==> config.mk <==
export PLATFORM = sky130hd
export DESIGN_NAME = raccoon_master32
export DESIGN_NICKNAME = d
export VERILOG_FILES = /design/src/rtl/raccoon_master32.sv
export SDC_FILE = /design/constraint.sdc
export NUM_CORES = 1
export LEC_CHECK = 0
export ABC_CLOCK_PERIOD_IN_PS = 6100
export CORE_UTILIZATION = 40
export CTS_CLUSTER_DIAMETER = 50
export DETAILED_ROUTE_END_ITERATION = 16
export PLACE_DENSITY_LB_ADDON = 0.1
export SLEW_MARGIN = 20
export SYNTH_ARGS = -nofsm -noshare
export SYNTH_HDL_FRONTEND = slang
export SYNTH_SLANG_ARGS = --single-unit
==> constraint.sdc <==
create_clock -name CLK -period 6.1 [get_ports CLK]
set_input_delay 1.83 -clock CLK [delete_from_list [all_inputs] [get_ports CLK]]
set_output_delay 1.83 -clock CLK [all_outputs]
set_load 0.03 [all_outputs]
==> src/rtl/raccoon_master32.sv <==
// Single-outstanding 32-bit Raccoon ring master: CPU request -> ring packet -> response strobe.
// Optional response timeout is compiled in with `define RACCOON_MASTER_TIMEOUT_EN.
module raccoon_master32 #(
  parameter logic [3:0]  MASTER_ID      = 4'h1,
  parameter logic [15:0] TIMEOUT_CYCLES = 16'd1024
) (
  input  logic        CLK,
  input  logic        RST,
  input  logic [63:0] RaccIn,
  output logic [63:0] RaccOut,
  input  logic        REQ_VALID,
  output logic        REQ_READY,
  input  logic [3:0]  REQ_WMASK,
  input  logic [31:0] REQ_ADDR,
  input  logic [31:0] REQ_WDATA,
  output logic        RSP_VALID,
  output logic [31:0] RSP_RDATA,
  output logic        RSP_ERR
);

  typedef enum logic [1:0] {IDLE, SEND, WAIT} state_t;

  state_t      state_q;
  logic [63:0] din_q;
  logic [63:0] raccout_q;
  logic [63:0] pkt_q;
  logic [3:0]  tag_q;
  logic [3:0]  cur_tag_q;
  logic        armed_q;
  logic        ready_q;
  logic        rsp_valid_q;
  logic [31:0] rsp_rdata_q;
  logic        rsp_err_q;
  logic        unused_ok;

  logic din_busy;
  logic din_own;
  logic din_cur;
  logic din_stale;

  // Own packets are only "current" while a transaction is outstanding; anything else of ours is stale.
  assign din_busy  = din_q[63];
  assign din_own   = din_busy && (din_q[61:58] == MASTER_ID);
  assign din_cur   = din_own && (din_q[57:54] == cur_tag_q) && (state_q != IDLE);
  assign din_stale = din_own && !din_cur;

`ifdef RACCOON_MASTER_TIMEOUT_EN
  logic [15:0] cnt_q;
  assign unused_ok = ^{REQ_ADDR[31:20], REQ_ADDR[1:0]};
`else
  assign unused_ok = ^{REQ_ADDR[31:20], REQ_ADDR[1:0], TIMEOUT_CYCLES};
`endif

  always_ff @(posedge CLK) begin
    if (!RST) begin
      state_q     <= IDLE;
      din_q       <= '0;
      raccout_q   <= '0;
      pkt_q       <= '0;
      tag_q       <= '0;
      cur_tag_q   <= '0;
      armed_q     <= 1'b0;
      ready_q     <= 1'b1;
      rsp_valid_q <= 1'b0;
      rsp_rdata_q <= '0;
      rsp_err_q   <= 1'b0;
`ifdef RACCOON_MASTER_TIMEOUT_EN
      cnt_q       <= '0;
`endif
    end else begin
      din_q       <= RaccIn;
      raccout_q   <= din_stale ? 64'd0 : din_q;
      rsp_valid_q <= 1'b0;
      rsp_rdata_q <= '0;
      rsp_err_q   <= 1'b0;
      case (state_q)
        IDLE: begin
          if (REQ_VALID && ready_q) begin
            pkt_q     <= {2'b11, MASTER_ID, tag_q, REQ_WMASK, REQ_ADDR[19:2], REQ_WDATA};
            cur_tag_q <= tag_q;
            tag_q     <= tag_q + 4'd1;
            armed_q   <= 1'b0;
            ready_q   <= 1'b0;
            state_q   <= SEND;
          end
        end
        SEND: begin
          // First SEND cycle only arms, so the packet leaves two edges after acceptance.
          if (!armed_q) begin
            armed_q <= 1'b1;
          end else if (!din_busy || din_stale) begin
            raccout_q <= pkt_q;
            state_q   <= WAIT;
`ifdef RACCOON_MASTER_TIMEOUT_EN
            cnt_q     <= '0;
`endif
          end
        end
        WAIT: begin
          if (din_cur) begin
            raccout_q   <= '0;
            rsp_valid_q <= 1'b1;
            rsp_err_q   <= din_q[62];
            rsp_rdata_q <= din_q[62] ? 32'd0 : din_q[31:0];
            ready_q     <= 1'b1;
            state_q     <= IDLE;
          end
`ifdef RACCOON_MASTER_TIMEOUT_EN
          else if (cnt_q == TIMEOUT_CYCLES - 16'd1) begin
            rsp_valid_q <= 1'b1;
            rsp_err_q   <= 1'b1;
            ready_q     <= 1'b1;
            state_q     <= IDLE;
          end else begin
            cnt_q <= cnt_q + 16'd1;
          end
`endif
        end
        default: state_q <= IDLE;
      endcase
    end
  end

  assign RaccOut   = raccout_q;
  assign REQ_READY = ready_q;
  assign RSP_VALID = rsp_valid_q;
  assign RSP_RDATA = rsp_rdata_q;
  assign RSP_ERR   = rsp_err_q;

endmodule

---- Word level (Yosys, flattened, before mapping) ----
Index checks and enable logic that the tools add are counted.
cells by class
  add/sub/neg operators ................... 1
  $mul .................................... 0
  divide/modulo/power cells ............... 0
  $lt $le $gt $ge ......................... 0
  equal/unequal tests ..................... 8
  shift operators ......................... 0
  multiplexer cells ....................... 15
  bitwise logic cells ..................... 3
  reductions and logical operators ........ 19
operators with widths
  cell                 count
  $mux 64              4
  $pmux 64 s2          1
  $mux 2               4
  $ne 2x2->1 const B   4
  $pmux 2 s3           1
  $reduce_and 2->1     3
  $reduce_and 3->1     2
  $reduce_bool 2->1    3
  $logic_and 1x1->1    5
  $add 4x1->4 const B  1
  $eq 4x1->1 const B   1
  $eq 4x4->1           1
  $pmux 1 s2           2
  $reduce_and 4->1     1
  $reduce_or 4->1      1
  $mux 1               3
  $not 1->1            3
  $eq 2x1->1 const B   1
  $eq 2x2->1 const B   1
  $logic_not 1->1      2
  $logic_not 2->1      1
  $logic_or 1x1->1     1
word-level totals
  register bits ........................... 233
  bits in latches ......................... 0
  bits in writable memories ............... 0
  memory bits (read-only) ................. 0
  input port bits ......................... 135
  output and inout port bits .............. 99
  logic and storage cells ................. 57
  memories ................................ 0

---- Depth between registers and ports, before layout ----
Gate-level depths: netlist (run 1).
  word-level depth ........................ 10
  depth in mapped cells ................... 9
  depth with buffers taken out ............ 7

---- Least setup slack after synthesis (run 1) ----
OpenSTA, ideal clock, no wires.
  kind .................................... in2reg
  start point ............................. input port RST
  end point ............................... register raccout_q[10] (netlist: RaccOut[10])
  library setup time ...................... 0.128 ns
  data arrival time ....................... 2.687 ns
  required time ........................... 5.972 ns
  slack ................................... 3.285 ns
  cell stages on the path ................. 5
  buffers on the path ..................... 3
  cell sequence ........................... clkbuf_1 > inv_1 > clkbuf_1 > clkbuf_1 > nor2_1
RTL lines
  item                  RTL line  text
  from (decl)           8         input logic RST,
  to (signal assigned)  72        raccout_q <= din_stale ? 64'd0 : din_q;
  to (signal assigned)  92        raccout_q <= pkt_q;
  to (decl)             25        logic [63:0] raccout_q;
No word-level cell between the ends.

==> results of run 1 <==
## worst max path at each step
stage | from | end | slack, ns | cells after the start
after global routing | RST | RaccOut[6] | 2.38 | 6
after floorplan | RST | RaccOut[10] | 3.29 | 5
after detailed placement | RST | RaccOut[7] | 2.04 | 6
after CTS | RST | RaccOut[7] | 2.58 | 6
final | RST | RaccOut[7] | 2.58 | 6
after global placement | RST | RaccOut[7] | 2.03 | 6
## layout make-up
cell class / instances / area, um2
clock buffers: 36 / 727
clock inverters: 7 / 48.8
fillers: 1652 / 7590
inverters: 5 / 20.0
multi-input cells: 491 / 2690
flip-flops and latches: 229 / 4580
well taps: 229 / 287
repair buffers: 228 / 2250
## through the flow
step                      area, um2  setup slack [ns]  std cells  power (W)  utilization, %
final                         10600              2.58       1225    0.00387            58.3
after detailed placement       9840              2.04       1182    0.00248            54.0
after global routing          10600              2.38       1225    0.00405            58.3
after CTS                     10600              2.58       1225    0.00391            58.3
after global placement         9840              2.03       1182    0.00248            54.0
after floorplan                7540              3.29        783    0.00218               -
## critical path: cells and delay by family
family	cells	cell delay, ns
simple gates	2	0.69
buf+inv	2	0.85
compound gates	2	0.52
## where the power goes
part | total [W] | internal [W] | switching [W]
Combinational | 0.000746 | 0.000285 | 0.000461
Sequential | 0.00170 | 0.00164 | 0.0000641
Clock | 0.00142 | 0.000827 | 0.000590
## Yosys cell counts, drive strengths merged
master	count
a22oi	1
nor4b	1
and3	5
clkbuf	40
nor3	1
a32oi	36
a41oi	1
a21boi	1
a31o	1
a31oi	4
o31ai	2
nand4	1
a211oi	1
nor2b	1
o21ai	31
and2	97
o22ai	22
dfxtp	229
a21oi	63
nand2	153
mux2i	1
or4b	1
o221a	1
xnor2	5
o2111ai	1
ha	4
nand3b	1
nand3	5
nor2	45
nand2b	2
o311ai	1
inv	5
xor2	2
buf	18
## state kept, by name, indices dropped and copies added, names as in the netlist
| name | cells |
|---|---|
| tag_q | 4 |
| RaccOut | 64 |
| armed_q | 1 |
| REQ_READY | 1 |
| RSP_RDATA | 32 |
| din_q | 64 |
| cur_tag_q | 3 |
| state_q | 2 |
| RSP_VALID | 1 |
| pkt_q | 56 |
| RSP_ERR | 1 |
## metal layers
layer,part of all wire [%],global-route usage [%],vias up
met5,0.089,0,-
met4,1.6,5.03,2
met3,7.4,5.16,29
met2,48,32.9,190
met1,43,24.2,2722
li1,-,-,3017
## logic make-up (layout without fill, tap and decap cells)
logic type               Yosys count  in the layout  share of synthesized area, %
flip-flops                       229            229                          60.8
AO/OA/AOI/OAI                    166            166                          14.0
XOR/XNOR                           7              7                         0.813
adder cells (fa/ha/maj)            4              4                         0.664
multiplexers                       1              1                         0.133
buffers and inverters             63            276                          3.80
AND/OR/NAND/NOR                  313            313                          19.8
==> results.ini, run 1 <==
[status]
run_status = completed

[power]
p_per_area_nw_per_um2 = 364
vdd_drop_max_uv = 209
p_leak_nw = 3.97

[sta]
setup_viol = 0
finalCritPeriodShare_pct = 57.6
finClkSkew_ns = 0.00654
rsz0062_at_grt = no
hold_viol = 0
hold_ws_ns = 0.450
period_minus_slack_ns = 3.52
fmax_ghz = 0.284
slew-limit-headroom_pct = 31.1
worst_pin_slew_ns = 1.03
fin_tns_setup_ns = 0
slew_violations = 0

[global_route]
grt_usage_pct = 19.4
grt_pass1_wl_mm = 29.9
grt-ovfl-total = 0
grt_start_max_net_pins = 71
antenna_found_initial = 1
grt_pass1_vias = 5657

[critical_path]
worstPathRequired_ns = 6.51
rrSetupSlack_ns = 3.04
cpPeakStageDelay_ns = 0.52
cp_slowest_cell = buf_2
reg2reg_to = RaccOut[7]
crit_path_cell_trace = buf_2 > nand3b_1 > o21ai_2 > buf_4 > nand3_2 > o22ai_1
endpoint_kind = flop
critPathMaxFanout = 40
critical_path_class = primary input to flop
start_kind = primary input
rr_worst_depth = 7
worstPathArrival_ns = 3.92
rr_startpoint = state_q[1]

[run]
cap_violations = 0

[hold_path]
min_from = pkt_q[20]
min_to = pkt_q[20]
holdCritPathClass = flop to flop
min_path_cells = 2

[finish]
final_nets = 1119
n_antenna_cell = 0
layout_common_cells = dfxtp_1, clkdlybuf4s50_1, nand2_1, and2_1, a21oi_1
layout_commonest_cell = dfxtp_1
area_growth_syn_to_layout_pct = 40.8
drive_above_1_share_pct = 6.22

[clock_network]
clockBufferDepth = 3
root_buffer = clkbuf_16
cts.htree.levels = 1
tritoncts = done
clkLatencyLatePin_ns = 0.52
cts_setup_buffers = 0
clock_sinks = 229
cts_buffers = 25
ctsHoldBuffers = 0
cts_resized = 0
clk_pin_slew_ns = 0.06

[route]
ant_nets = 0
wirelength_mm = 19.1
first_pass_iters = 4
drtIter0Drc = 208
viasPerCell = 4.87
routed-via-count = 5960
wl_per_cell_um = 15.6
post-route-drc-count = 0

[logic_synthesis]
syn_nets = 922
yosysTopAreaCell = dfxtp_1
ys_types = 41
ys_seq_area_share_pct = 60.8
avgSynthCellArea_um2 = 9.63
yosys_warnings = 0
ys_ff_latch = 229
synthesis.area_um2 = 7540
synth_area_leaders = dfxtp_1, and2_1, nand2_1
syn_inst = 783
netlist.area_leader.share_pct = 60.8

[placed_design]
portBuffers = 219
gp_congestion = 0.772
post-dp-hpwl_mm = 11.8

[floorplanning]
die_w_um = 139
core_um2 = 18200
die_area_um2 = 19400
row_count = 49
dieHeight_um = 139
ios = 234
initial_utilization_pct = 41.4

(Power assumes the default switching activity.)
==> inputs of run 2 (changes only) <==
Settings changed: ABC_CLOCK_PERIOD_IN_PS 6100 to 3680.
Clock period 6.1 ns to 3.68 ns, I/O delays scaled along.
==> results.ini, run 2 (synthesized netlist as in run 1, its figures left out) <==
[status]
run_status = completed

[power]
p_leak_nw = 4.03  ; +1.7%
p_per_area_nw_per_um2 = 619  ; +70%
sw_frac_of_total_pct = 28.2  ; -0.68 points
combPwrFrac_pct = 19.1  ; -0.2 points
p_sw_w = 0.00188  ; +68%
vdd_drop_max_uv = 368  ; +76%
p_int_w = 0.00478  ; +74%
sequentialPowerShare_pct = 42.4  ; -1.6 points
clockPowerShare_pct = 38.5  ; +1.8 points

[hold_path]
min_path_cells = 2  ; unchanged
holdCritPathClass = flop to flop

[route]
ant_nets = 0  ; unchanged
drtIter0Drc = 256  ; +23%
post-route-drc-count = 0  ; unchanged
viasPerCell = 4.91  ; +0.96%
wirelength_mm = 19.5  ; +1.8%
routed-via-count = 6071  ; +1.9%
wl_per_cell_um = 15.8  ; +0.92%
first_pass_iters = 4  ; unchanged

[run]
cap_violations = 0  ; unchanged

[floorplanning]
core_um2 = 18200  ; unchanged
die_area_um2 = 19400  ; unchanged
initial_utilization_pct = 41.4  ; unchanged
ios = 234  ; unchanged
dieHeight_um = 139  ; unchanged
row_count = 49  ; unchanged
die_w_um = 139  ; unchanged

[critical_path]
start_kind = flop
rr_worst_depth = 9  ; +2
rr_startpoint = state_q[0]
crit_path_end = REQ_READY
worstPathRequired_ns = 2.58  ; -3.93 ns
crit_path_cell_trace = clkdlybuf4s50_1
endpoint_kind = output port
rrSetupSlack_ns = 1.06  ; -1.98 ns
worstPathArrival_ns = 1.64  ; -2.28 ns
cp_num_buf_inv = 1  ; -1
cpPeakStageDelay_ns = 0.73  ; +0.21 ns
critical_path_class = flop to output port
critPathMaxFanout = 5  ; -88%
reg2reg_to = RaccOut[25]
path_depth = 1  ; -5
path_delay_family = buffers and inverters
cp_slowest_cell = clkdlybuf4s50_1
cp-startpoint = REQ_READY

[global_route]
grt-ovfl-total = 0  ; unchanged
antenna_found_initial = 1  ; unchanged
grt_start_max_net_pins = 48  ; -32%
grt_pass1_vias = 5873  ; +3.8%
grt_pass1_wl_mm = 30.8  ; +3.1%
grt_usage_pct = 20.1  ; +0.71 points

[sta]
rsz0062_at_grt = no
hold_viol = 0  ; unchanged
finalCritPeriodShare_pct = 74.7
slew-limit-headroom_pct = 42.3  ; +11 points
setup_viol = 0  ; unchanged
slew_violations = 0  ; unchanged
setup_slack_ns = 0.932  ; -1.65 ns
period_minus_slack_ns = 2.75
fin_tns_setup_ns = 0  ; unchanged
finClkSkew_ns = 0.00901  ; +0.00248 ns
fmax_ghz = 0.364
worst_pin_slew_ns = 0.865  ; -0.167 ns

[placed_design]
pre_cts_ws_ns = 0.892  ; -1.15 ns
portBuffers = 219  ; unchanged
post-dp-hpwl_mm = 12.4  ; +4.3%
gp_congestion = 0.803  ; +4.1%
dpl_cell_area_um2 = 9900  ; +0.58%

[finish]
final_nets = 1126  ; +0.63%
drive_above_1_share_pct = 6.95  ; +0.73 points
n_fill_cell = 1630  ; -1.3%
n_antenna_cell = 0  ; unchanged
register_area_um2 = 4580  ; unchanged
layout_commonest_cell = dfxtp_1
final_cell_area_um2 = 10800  ; +1.4%
multiInputGateArea_um2 = 2690  ; unchanged
area_growth_syn_to_layout_pct = 42.8
utilization_pct = 59.1  ; +0.83 points
layout_common_cells = dfxtp_1, clkdlybuf4s50_1, nand2_1, and2_1, a21oi_1

[clock_network]
cts_resized = 0  ; unchanged
clock_sinks = 229  ; unchanged
clk_pin_slew_ns = 0.06  ; about the same
root_buffer = clkbuf_16
tritoncts = done
clockBufferDepth = 3  ; unchanged
clkLatencyLatePin_ns = 0.51  ; about the same
cts_buffers = 26  ; +4.0%
cts_setup_buffers = 0  ; unchanged
cts.htree.levels = 1  ; unchanged
ctsHoldBuffers = 0  ; unchanged

-- run 2: worst reg2reg max path: cells and delay by family (launching register included) --
| kind | cells | cell delay [ns] |
|---|---|---|
| compound gates | 3 | 0.98 |
| fa+ha+maj | 1 | 0.29 |
| buf+inv | 4 | 0.82 |
| flops | 1 | 0.36 |
| simple gates | 1 | 0.11 |
-- run 2: final cells by class --
type / instances / share of cell area [%]
clock inverter: 9 / 1.01
sequential: 229 / 42.6
inverter: 5 / 0.186
tap: 229 / 2.66
clock buffer: 39 / 7.07
multi-input combinational: 491 / 25.0
timing repair buffer: 234 / 21.5
-- run 2: worst min-delay path by stage --
stage,from,slack [ns],end
after floorplan,din_q[10],0.43,RSP_RDATA[10]
after global placement,din_q[29],0.44,RSP_RDATA[29]
after detailed placement,din_q[19],0.44,RSP_RDATA[19]
after CTS,pkt_q[2],0.45,pkt_q[2]
after global routing,pkt_q[31],0.47,pkt_q[31]
final,pkt_q[50],0.45,pkt_q[50]
-- run 2: metrics by stage --
step / total power [W] / hold slack, ns / std cells
CTS: 0.00673 / 0.453 / 1236
global placement: 0.00414 / 0.437 / 1188
global route: 0.00698 / 0.468 / 1236
detailed placement: 0.00415 / 0.443 / 1188
finish: 0.00666 / 0.452 / 1236
floorplan: 0.00361 / 0.430 / 783
-- run 2: routing by layer --
metal	track usage (%)	routed length (um)
met2	33.6	9300
met5	0	10
met1	25.4	8320
met3	5.23	1470
met4	5.67	372
-- run 2: power by group through the flow --
stage | clock network [W] | logic [W] | registers [W]
floorplan | 0 | 0.000594 | 0.00302
global placement | 0 | 0.00127 | 0.00287
detailed placement | 0 | 0.00128 | 0.00287
CTS | 0.00262 | 0.00129 | 0.00282
global route | 0.00275 | 0.00138 | 0.00285
finish | 0.00257 | 0.00127 | 0.00282
==> inputs of run 3 (changes only) <==
Settings changed: ABC_CLOCK_PERIOD_IN_PS 3680 to 2300.
Clock period 3.68 ns to 2.3 ns, I/O delays scaled along.
==> results.ini, run 3 (synthesized netlist as in run 1, its figures left out) <==
[status]
run_status = completed

[sta]
period_minus_slack_ns = 2.24
slew-limit-headroom_pct = 63.3  ; +21 points
hold_ws_ns = 0.454  ; +0.00131 ns
finalCritPeriodShare_pct = 97.3
finClkSkew_ns = 0.0146  ; +0.00556 ns
fmax_ghz = 0.447
setup_viol = 0  ; unchanged
hold_viol = 0  ; unchanged
worst_pin_slew_ns = 0.543  ; -0.322 ns
setup_slack_ns = 0.0628  ; -0.869 ns
fin_tns_setup_ns = 0  ; unchanged
slew_violations = 0  ; unchanged
rsz0062_at_grt = no

[finish]
n_antenna_cell = 0  ; unchanged
n_fill_cell = 1579  ; -3.1%
multiInputGateArea_um2 = 2700  ; +0.23%
fin_cells = 1248  ; +0.97%
area_growth_syn_to_layout_pct = 45.0
layout_commonest_cell = dfxtp_1
final_nets = 1138  ; +1.1%
utilization_pct = 60.0  ; +0.93 points
register_area_um2 = 4580  ; unchanged
layout_common_cells = dfxtp_1, clkdlybuf4s50_1, nand2_1, and2_1, a21oi_1
drive_above_1_share_pct = 8.54  ; +1.6 points

[route]
wirelength_mm = 19.7  ; +1.2%
drtIter0Drc = 378  ; +48%
routed-via-count = 6104  ; +0.54%
post-route-drc-count = 0  ; unchanged
viasPerCell = 4.89  ; -0.42%
first_pass_iters = 5  ; +1
ant_nets = 0  ; unchanged
wl_per_cell_um = 15.8  ; +0.27%

[placed_design]
pre_cts_ws_ns = 0.135  ; -0.757 ns
dpl.cell_count = 1200  ; +1.0%
portBuffers = 219  ; unchanged
post-dp-hpwl_mm = 12.8  ; +3.5%
gp_congestion = 0.801  ; -0.26%

[floorplanning]
die_area_um2 = 19400  ; unchanged
ios = 234  ; unchanged
core_um2 = 18200  ; unchanged
dieHeight_um = 139  ; unchanged
initial_utilization_pct = 41.4  ; unchanged
row_count = 49  ; unchanged
die_w_um = 139  ; unchanged

[critical_path]
path_delay_family = buffers and inverters
worstPathRequired_ns = 1.61  ; -0.97 ns
critPathMaxFanout = 1  ; -4
cp_slowest_cell = clkdlybuf4s50_1
reg2reg_to = RaccOut[6]
cpPeakStageDelay_ns = 0.72  ; about the same
crit_path_cell_trace = clkdlybuf4s50_1
rr_startpoint = state_q[0]
rrSetupSlack_ns = 0.30  ; -0.76 ns
cp_num_buf_inv = 1  ; unchanged
worstPathArrival_ns = 1.55  ; -0.09 ns
critical_path_class = flop to output port
start_kind = flop
rr_worst_depth = 8  ; -1
endpoint_kind = output port

[global_route]
grt_pass1_vias = 6012  ; +2.4%
grt_pass1_wl_mm = 31.0  ; +0.72%
grt_start_max_net_pins = 47  ; -2.1%
grt-ovfl-total = 0  ; unchanged
grt_usage_pct = 20.0  ; -0.034 points
antenna_found_initial = 1  ; unchanged

[clock_network]
clockBufferDepth = 3  ; unchanged
cts_buffers = 26  ; unchanged
cts_setup_buffers = 0  ; unchanged
clk_pin_slew_ns = 0.06  ; about the same
root_buffer = clkbuf_16
clkLatencyLatePin_ns = 0.51  ; about the same
cts.htree.levels = 1  ; unchanged
tritoncts = done
clock_sinks = 229  ; unchanged

[hold_path]
holdCritPathClass = flop to flop
min_to = pkt_q[9]
min_from = pkt_q[9]
min_path_cells = 2  ; unchanged

[power]
p_leak_nw = 4.13  ; +2.4%
p_per_area_nw_per_um2 = 996  ; +61%
vdd_drop_max_uv = 600  ; +63%

[run]
cap_violations = 0  ; unchanged

## run 3: per-stage QoR
step	area (um2)	power (W)
3_3_place_gp	10000	0.00675
3_5_place_dp	10000	0.00676
5_1_grt	10900	0.0114
6_report	10900	0.0109
2_1_floorplan	7540	0.00578
4_1_cts	10900	0.0110
## run 3: timing repair
action                     in CTS  in global routing
pin swaps                       0                  0
resized for setup               1                  2
setup endpoints to repair       1                 20
hold buffers                    0                  0
## run 3: report_power, final
part / switching, W / leakage (nW) / internal [W]
registers: 0.000177 / 1.88 / 0.00434
logic: 0.00126 / 1.81 / 0.000892
clock network: 0.00162 / 0.440 / 0.00259
## run 3: worst max path at each step
| stage | startpoint | endpoint | slack (ns) | cells after the start |
|---|---|---|---|---|
| floorplan | state_q[0] | RaccOut[25] | 0.35 | 9 |
| global placement | state_q[0] | RaccOut[7] | 0.16 | 8 |
| detailed placement | state_q[0] | RaccOut[6] | 0.13 | 8 |
| CTS | RaccOut[9] | RaccOut[9] | 0.04 | 1 |
| global route | RaccOut[47] | RaccOut[47] | 0.01 | 1 |
| finish | RaccOut[47] | RaccOut[47] | 0.06 | 1 |
## run 3: cell type report
class                   instances  area share, %
repair buffers                246           22.4
well taps                     229           2.62
multi-input cells             491           24.7
clock inverters                13           1.44
inverters                       5          0.183
flip-flops and latches        229           41.9
clock buffers                  35           6.73
## run 3: layer usage
metal  up-vias  part of all wire, %  global-route usage [%]
met2       188                   48                    34.3
met4         2                  2.2                    6.55
met5         -                0.066                       0
met1      2813                   43                    24.6
li1       3062                    -                       -
met3        39                  6.6                    4.92
